<file path="src/rtl/seq_multiplier_if.sv">
// rtl/seq_multiplier_if.sv - start/busy/done handshake bundle for the sequential multiplier
interface seq_multiplier_if #(
  parameter int WIDTH = 4
);
  logic                 start;
  logic                 is_signed;
  logic [WIDTH-1:0]     m;
  logic [WIDTH-1:0]     q;
  logic                 busy;
  logic                 done;
  logic [2*WIDTH-1:0]   p;

  modport master (
    output start, is_signed, m, q,
    input  busy, done, p
  );

  modport slave (
    input  start, is_signed, m, q,
    output busy, done, p
  );
endinterface

</file>
<file path="src/rtl/seq_multiplier.sv">
// rtl/seq_multiplier.sv - iterative shift-and-add multiplier, one partial product per clock
module seq_multiplier #(
  parameter int WIDTH = 4
) (
  input logic           clk,
  input logic           reset,
  seq_multiplier_if.slave bus
);
  localparam int CW = $clog2(WIDTH) + 1;

  localparam logic [1:0] IDLE = 2'd0;
  localparam logic [1:0] RUN  = 2'd1;
  localparam logic [1:0] FIX  = 2'd2;

  logic [1:0]         state;
  logic [CW-1:0]      count;
  logic [WIDTH-1:0]   qmag;
  logic [2*WIDTH-1:0] mshift;
  logic [2*WIDTH-1:0] acc;
  logic               neg;
  logic               done_r;
  logic [2*WIDTH-1:0] p_r;

  logic [WIDTH-1:0]   m_abs;
  logic [WIDTH-1:0]   q_abs;
  logic [2*WIDTH-1:0] addend;
  logic [2*WIDTH-1:0] result;
  logic               last_step;

  // The most negative operand negates to itself, which is its correct unsigned magnitude.
  always_comb begin
    m_abs = bus.m;
    q_abs = bus.q;
    if (bus.is_signed && bus.m[WIDTH-1]) m_abs = ~bus.m + WIDTH'(1);
    if (bus.is_signed && bus.q[WIDTH-1]) q_abs = ~bus.q + WIDTH'(1);
  end

  // Multiplier bits are consumed from qmag[0] while the multiplicand walks left.
  always_comb begin
    addend    = qmag[0] ? mshift : '0;
    result    = neg ? (~acc + (2*WIDTH)'(1)) : acc;
    last_step = (count == CW'(WIDTH - 1));
  end

  always_ff @(posedge clk) begin
    if (reset) begin
      state  <= IDLE;
      count  <= '0;
      qmag   <= '0;
      mshift <= '0;
      acc    <= '0;
      neg    <= 1'b0;
      done_r <= 1'b0;
      p_r    <= '0;
    end else begin
      done_r <= 1'b0;
      case (state)
        IDLE: begin
          if (bus.start) begin
            qmag   <= q_abs;
            mshift <= {{WIDTH{1'b0}}, m_abs};
            neg    <= bus.is_signed & (bus.m[WIDTH-1] ^ bus.q[WIDTH-1]);
            acc    <= '0;
            count  <= '0;
            state  <= RUN;
          end
        end
        RUN: begin
          acc    <= acc + addend;
          mshift <= mshift << 1;
          qmag   <= qmag >> 1;
          count  <= count + CW'(1);
          if (last_step) state <= FIX;
        end
        FIX: begin
          p_r    <= result;
          done_r <= 1'b1;
          state  <= IDLE;
        end
        default: state <= IDLE;
      endcase
    end
  end

  assign bus.busy = (state != IDLE);
  assign bus.done = done_r;
  assign bus.p    = p_r;
endmodule

</file>
<file path="src/flat_wrapper.sv">
// flat-port wrapper written by rule: the top's interface ports become plain ports
module seq_multiplier_flat 
#(
  parameter int WIDTH = 4
)
  (clk, reset, bus_start, bus_is_signed, bus_m, bus_q, bus_busy, bus_done, bus_p);
  seq_multiplier_if #(.WIDTH(WIDTH)) bus_i ();
  input logic clk;
  input logic reset;
  input wire logic [$bits(bus_i.start)-1:0] bus_start;
  input wire logic [$bits(bus_i.is_signed)-1:0] bus_is_signed;
  input wire logic [$bits(bus_i.m)-1:0] bus_m;
  input wire logic [$bits(bus_i.q)-1:0] bus_q;
  output wire logic [$bits(bus_i.busy)-1:0] bus_busy;
  output wire logic [$bits(bus_i.done)-1:0] bus_done;
  output wire logic [$bits(bus_i.p)-1:0] bus_p;
  assign bus_i.start = bus_start;
  assign bus_i.is_signed = bus_is_signed;
  assign bus_i.m = bus_m;
  assign bus_i.q = bus_q;
  assign bus_busy = bus_i.busy;
  assign bus_done = bus_i.done;
  assign bus_p = bus_i.p;
  seq_multiplier #(.WIDTH(WIDTH)) u_core (.clk(clk), .reset(reset), .bus(bus_i));
endmodule
</file>
<file path="config.mk">
export PLATFORM = sky130hd
export DESIGN_NAME = seq_multiplier_flat
export DESIGN_NICKNAME = d
export VERILOG_FILES = /design/src/rtl/seq_multiplier_if.sv /design/src/rtl/seq_multiplier.sv /design/src/flat_wrapper.sv
export SDC_FILE = /design/constraint.sdc
export NUM_CORES = 1
export LEC_CHECK = 0
export ABC_AREA = 1
export CAP_MARGIN = 20
export CORE_MARGIN = 2
export CORE_UTILIZATION = 60
export DETAILED_ROUTE_END_ITERATION = 12
export HOLD_SLACK_MARGIN = 0.05
export PLACE_DENSITY = 0.84
export SLEW_MARGIN = 20
export SYNTH_ARGS = -nofsm -noshare
export SYNTH_HDL_FRONTEND = slang
export SYNTH_SLANG_ARGS = --single-unit
</file>
<file path="constraint.sdc">
create_clock -name clk -period 5.12 [get_ports clk]
set_input_delay 0.768 -clock clk [delete_from_list [all_inputs] [get_ports clk]]
set_output_delay 0.768 -clock clk [all_outputs]
set_load 0.005 [all_outputs]
</file>
### Word level (Yosys, flattened, before mapping)

Index checks and enable logic that the tools add are counted.

* memory bits (writable): 0
* logic and storage cells: 47
* ROM bits: 0
* bits in latches: 0
* register bits: 35
* input bits: 12
* memories: 0

* mux-type cells: 16
* div/mod/pow operators: 0
* $add $sub $neg: 5
* bitwise logic cells: 5
* equal/unequal tests: 5
* reduce and logical (&&, ||, !) cells: 8
* multiply operators: 0
* magnitude comparators: 0
* shift-type cells: 0

Operators with widths (number)
* two-way mux 8 bit: 4
* case mux 8 bit (2 select lines): 2
* two-way mux 4 bit: 3
* adder 4 x 1 -> 4 bit, second input constant: 2
* adder 8 x 1 -> 8 bit, second input constant: 1
* adder 8 bit: 1
* inverter 4 bit: 2
* inverter 8 bit: 1
* case mux 4 bit (2 select lines): 1
* case mux 3 bit (2 select lines): 1
* AND reduction 2 bit: 3
* two-way mux 2 bit: 2
* case mux 2 bit (2 select lines): 1
* nonzero test 2 bit: 2
* adder 3 x 1 -> 3 bit, second input constant: 1
* == test 3 x 2 -> 1 bit, second input constant: 1
* two-way mux 3 bit: 1
* == test 2 x 1 -> 1 bit, second input constant: 1
* == test 2 bit, second input constant: 1
* logical AND 1 bit: 2
* zero test 2 bit: 1
* != test 2 x 1 -> 1 bit, second input constant: 1
* != test 2 bit, second input constant: 1
* bitwise AND 1 bit: 1
* 2 further kinds: 2

### Logic depth before layout (Yosys ltp)

* word-level depth: 5
* gate-level depth with buffers: 11
* mapped depth without buffers: 10

### Worst setup path before layout

OpenSTA, ideal clock, no wires.

* path kind: flip-flop to flip-flop
* from: reg u_core.qmag[0]
* to: reg u_core.acc[4]
* setup time: 70 ps
* cell stages (with the launch flop): 11
* arrival time: 1557 ps
* slack: 3492 ps
* period minus slack after synthesis: 1628 ps
* required time: 5050 ps
* path through: dfxtp_1 > buf_2 > nand2_1 > inv_1 > ha_1 > fa_1 > a21oi_1 > nor2_1 > nor2_1 > nand2_1 > a21oi_1

* word-level cells in the longest chain between the ends: 3

RTL lines
* from (decl): line seq_multiplier.sv:17 `logic [WIDTH-1:0] qmag;`
* from (signal assigned): line seq_multiplier.sv:60 `qmag <= q_abs;`
* from (signal assigned): line seq_multiplier.sv:71 `qmag <= qmag >> 1;`
* two-way mux 8 bit: line seq_multiplier.sv:40 `addend = qmag[0] ? mshift : '0;`
* adder 8 bit: line seq_multiplier.sv:69 `acc <= acc + addend;`
* case mux 8 bit (2 select lines): line seq_multiplier.sv:57 `case (state)`
* to (signal assigned): line seq_multiplier.sv:69
* to (decl): line seq_multiplier.sv:19 `logic [2*WIDTH-1:0] acc;`

Every way passes these cells.
A chain may end at the register's enable or synchronous reset.

==> reports/summary.txt <==
post-cts resize count: 0
commonest non-fill, non-tap cell in the layout: nand2_1
Leak Pwr: 1.037 nW
Layout Area Growth over Synthesis: 13.87%
hold depth: 2
outcome: completed
Critical Path AT: 2450 ps
root buf cell: clkbuf_4
Setup Buffers After CTS: 0
Die Width: 61.26 µm
crit share post-route: 43.97%
Synth cell types: 23
Sink Count: 35
DP Wirelength: 2.925 mm
DIE AREA: 3752 µm²
GP Congestion: 0.8426
DRC violations left: 0
PnR worst setup slack: 2869 ps
fin util: 72.76%
IO Pins: 22
DRT iter0 DRCs: 78
Critical Path Start Type: primary input
Final #Nets: 338
peak supply drop: 0.1846 mV
Mapped Cells: 294
Port Buffers: 21
Worst R2R Path Depth: 9
worst-margin pin slew: 1028 ps
H-tree levels: 2
Final ANT Viol Nets: 0
register area share after synthesis: 35.62%
clock slew seen by the registers of the worst setup and hold paths: 110 ps
routed vias: 1819
first-pass GRT wire length: 6.955 mm
Worst-Skew Late Latency: 330 ps
grt total ovfl: 0
row count: 20
Setup violations, final: 0
Wirelength per Cell: 11.01 µm
CTS max path bufs: 2
Initial DRT Pass Iterations: 4
Synth top area share: 35.62%
vias per cell: 5.081
CTS hold repair buffers: 0
vias in the first global route: 1640
Hold Violations, Final: 0
initial core utilization: 63.90%
All-Layer GR Usage: 25.03%
RSZ-0062 raised after global routing: no
syn avg cell area: 6.690 µm²
yosys warns: 0
initial antenna violation count: 0
Tmin final: 2251 ps
Final Slew Violations: 0
Mapped Area: 1967 µm²
largest area contributor in the synthesized netlist: dfxtp_1
Core Area: 3078 µm²
Final Non-Filler Cells: 358
setup tns final: 0 ps
total CTS buffers: 5
critical path fanouts, max: 29
Routed WL: 3.943 mm
relative slew slack: 31.28%
Setup CP Type: primary input to flip-flop
Final Skew: 10.39 ps
top post-synthesis cells by area: dfxtp_1, nand2_1, a21oi_1
Max-Cap Viols: 0
share of layout cells above drive strength 1: 5.096%
most frequent cells in the layout: nand2_1, inv_1, dfxtp_1
placed cell count: 350
fmax: 444.2 MHz
worst endpoint required time: 5320 ps
maximum number of pins on one net before global-route repair: 30
ant diodes: 0
CTS tree: built
die height: 61.26 µm
syn nets: 319
P per Cell Area: 216.9 nW/µm²
Tightest Hold Check Type: flip-flop to flip-flop
crit end category: flip-flop
#FFs+latches synth: 35
Setup WS pre-CTS: 2542 ps
[cell type report]
| cell class | count | area [µm²] |
|---|---|---|
| multi-input combinational | 204 | 1047 |
| fill | 267 | 838.3 |
| sequential | 35 | 700.7 |
| timing repair buffer | 21 | 210.2 |
| inverter | 46 | 172.7 |
| tap | 44 | 55.05 |
| clock buffer | 6 | 41.29 |
| clock inverter | 2 | 12.51 |
[stage by stage]
stage          area (µm²)  hold slack, ps  total power, mW
2_1_floorplan        1967           439.2           0.3300
3_3_place_gp         2186           450.2           0.3470
3_5_place_dp         2186           453.7           0.3487
4_1_cts              2240           470.3           0.4876
5_1_grt              2240           493.3           0.5092
6_report             2240           469.2           0.4858
[cells by family after synthesis]
kind of cell,Yosys count,share of synthesized area (%)
AO/OA/AOI/OAI,57,15.20
XOR/XNOR,2,0.8907
adder cells (fa/ha/maj),13,8.651
buffers and inverters,55,11.13
flip-flops,35,35.62
AND/OR/NAND/NOR,132,28.50
[worst max-delay path, stage by stage]
cell and delay, ps:
clkdlybuf4s50_1 1150, inv_1 300, o21ai_0 160, a21oi_1 60
[cell usage after synthesis]
library cell / instances
fa_1: 1
dfxtp_1: 35
or2_1: 1
nor3_1: 4
inv_2: 4
clkbuf_1: 3
or2_2: 1
nand3_4: 1
xor2_1: 2
ha_1: 12
buf_4: 2
nor2_4: 2
buf_2: 4
o21ai_0: 15
nand4_1: 1
inv_1: 42
nand2_1: 87
nand3_1: 17
o211ai_1: 2
a21oi_1: 33
nor2_2: 1
a31oi_1: 7
nor2_1: 17
[power breakdown]
| group | switching, mW | internal, mW | leakage, nW |
|---|---|---|---|
| Clock | 0.0904 | 0.0530 | 0.0282 |
| Combinational | 0.0345 | 0.0216 | 0.725 |
| Sequential | 0.00709 | 0.279 | 0.284 |
| Total | 0.132 | 0.354 | 1.04 |
[final timing paths]
check,startpoint,end,slack [ps]
min,u_core.count[2],u_core.count[2],470
max,reset,u_core.bus.p[2],2870
min reg2reg,u_core.count[2],u_core.count[2],470
max reg2reg,u_core.qmag[0],u_core.acc[4],3320
[state kept, by name, summed over array words and instances, names as in the netlist]
name	flops
u_core.acc	8
u_core.bus.p	8
u_core.mshift	8
u_core.qmag	4
u_core.count	3
u_core.state	2
u_core.bus.done	1
u_core.neg	1
[layer usage]
layer | share of wire, % | vias up | track usage (%) | routed length, µm
met3 | 4.3 | 7 | 5.042 | 168
met4 | 1.4 | 0 | 7.453 | 54
met1 | 46 | 796 | 30.61 | 1804
met5 | 0 | - | 0 | 0
met2 | 49 | 37 | 44.22 | 1916
li1 | - | 979 | - | -
Note: power is estimated with default switching activity, not from simulation.
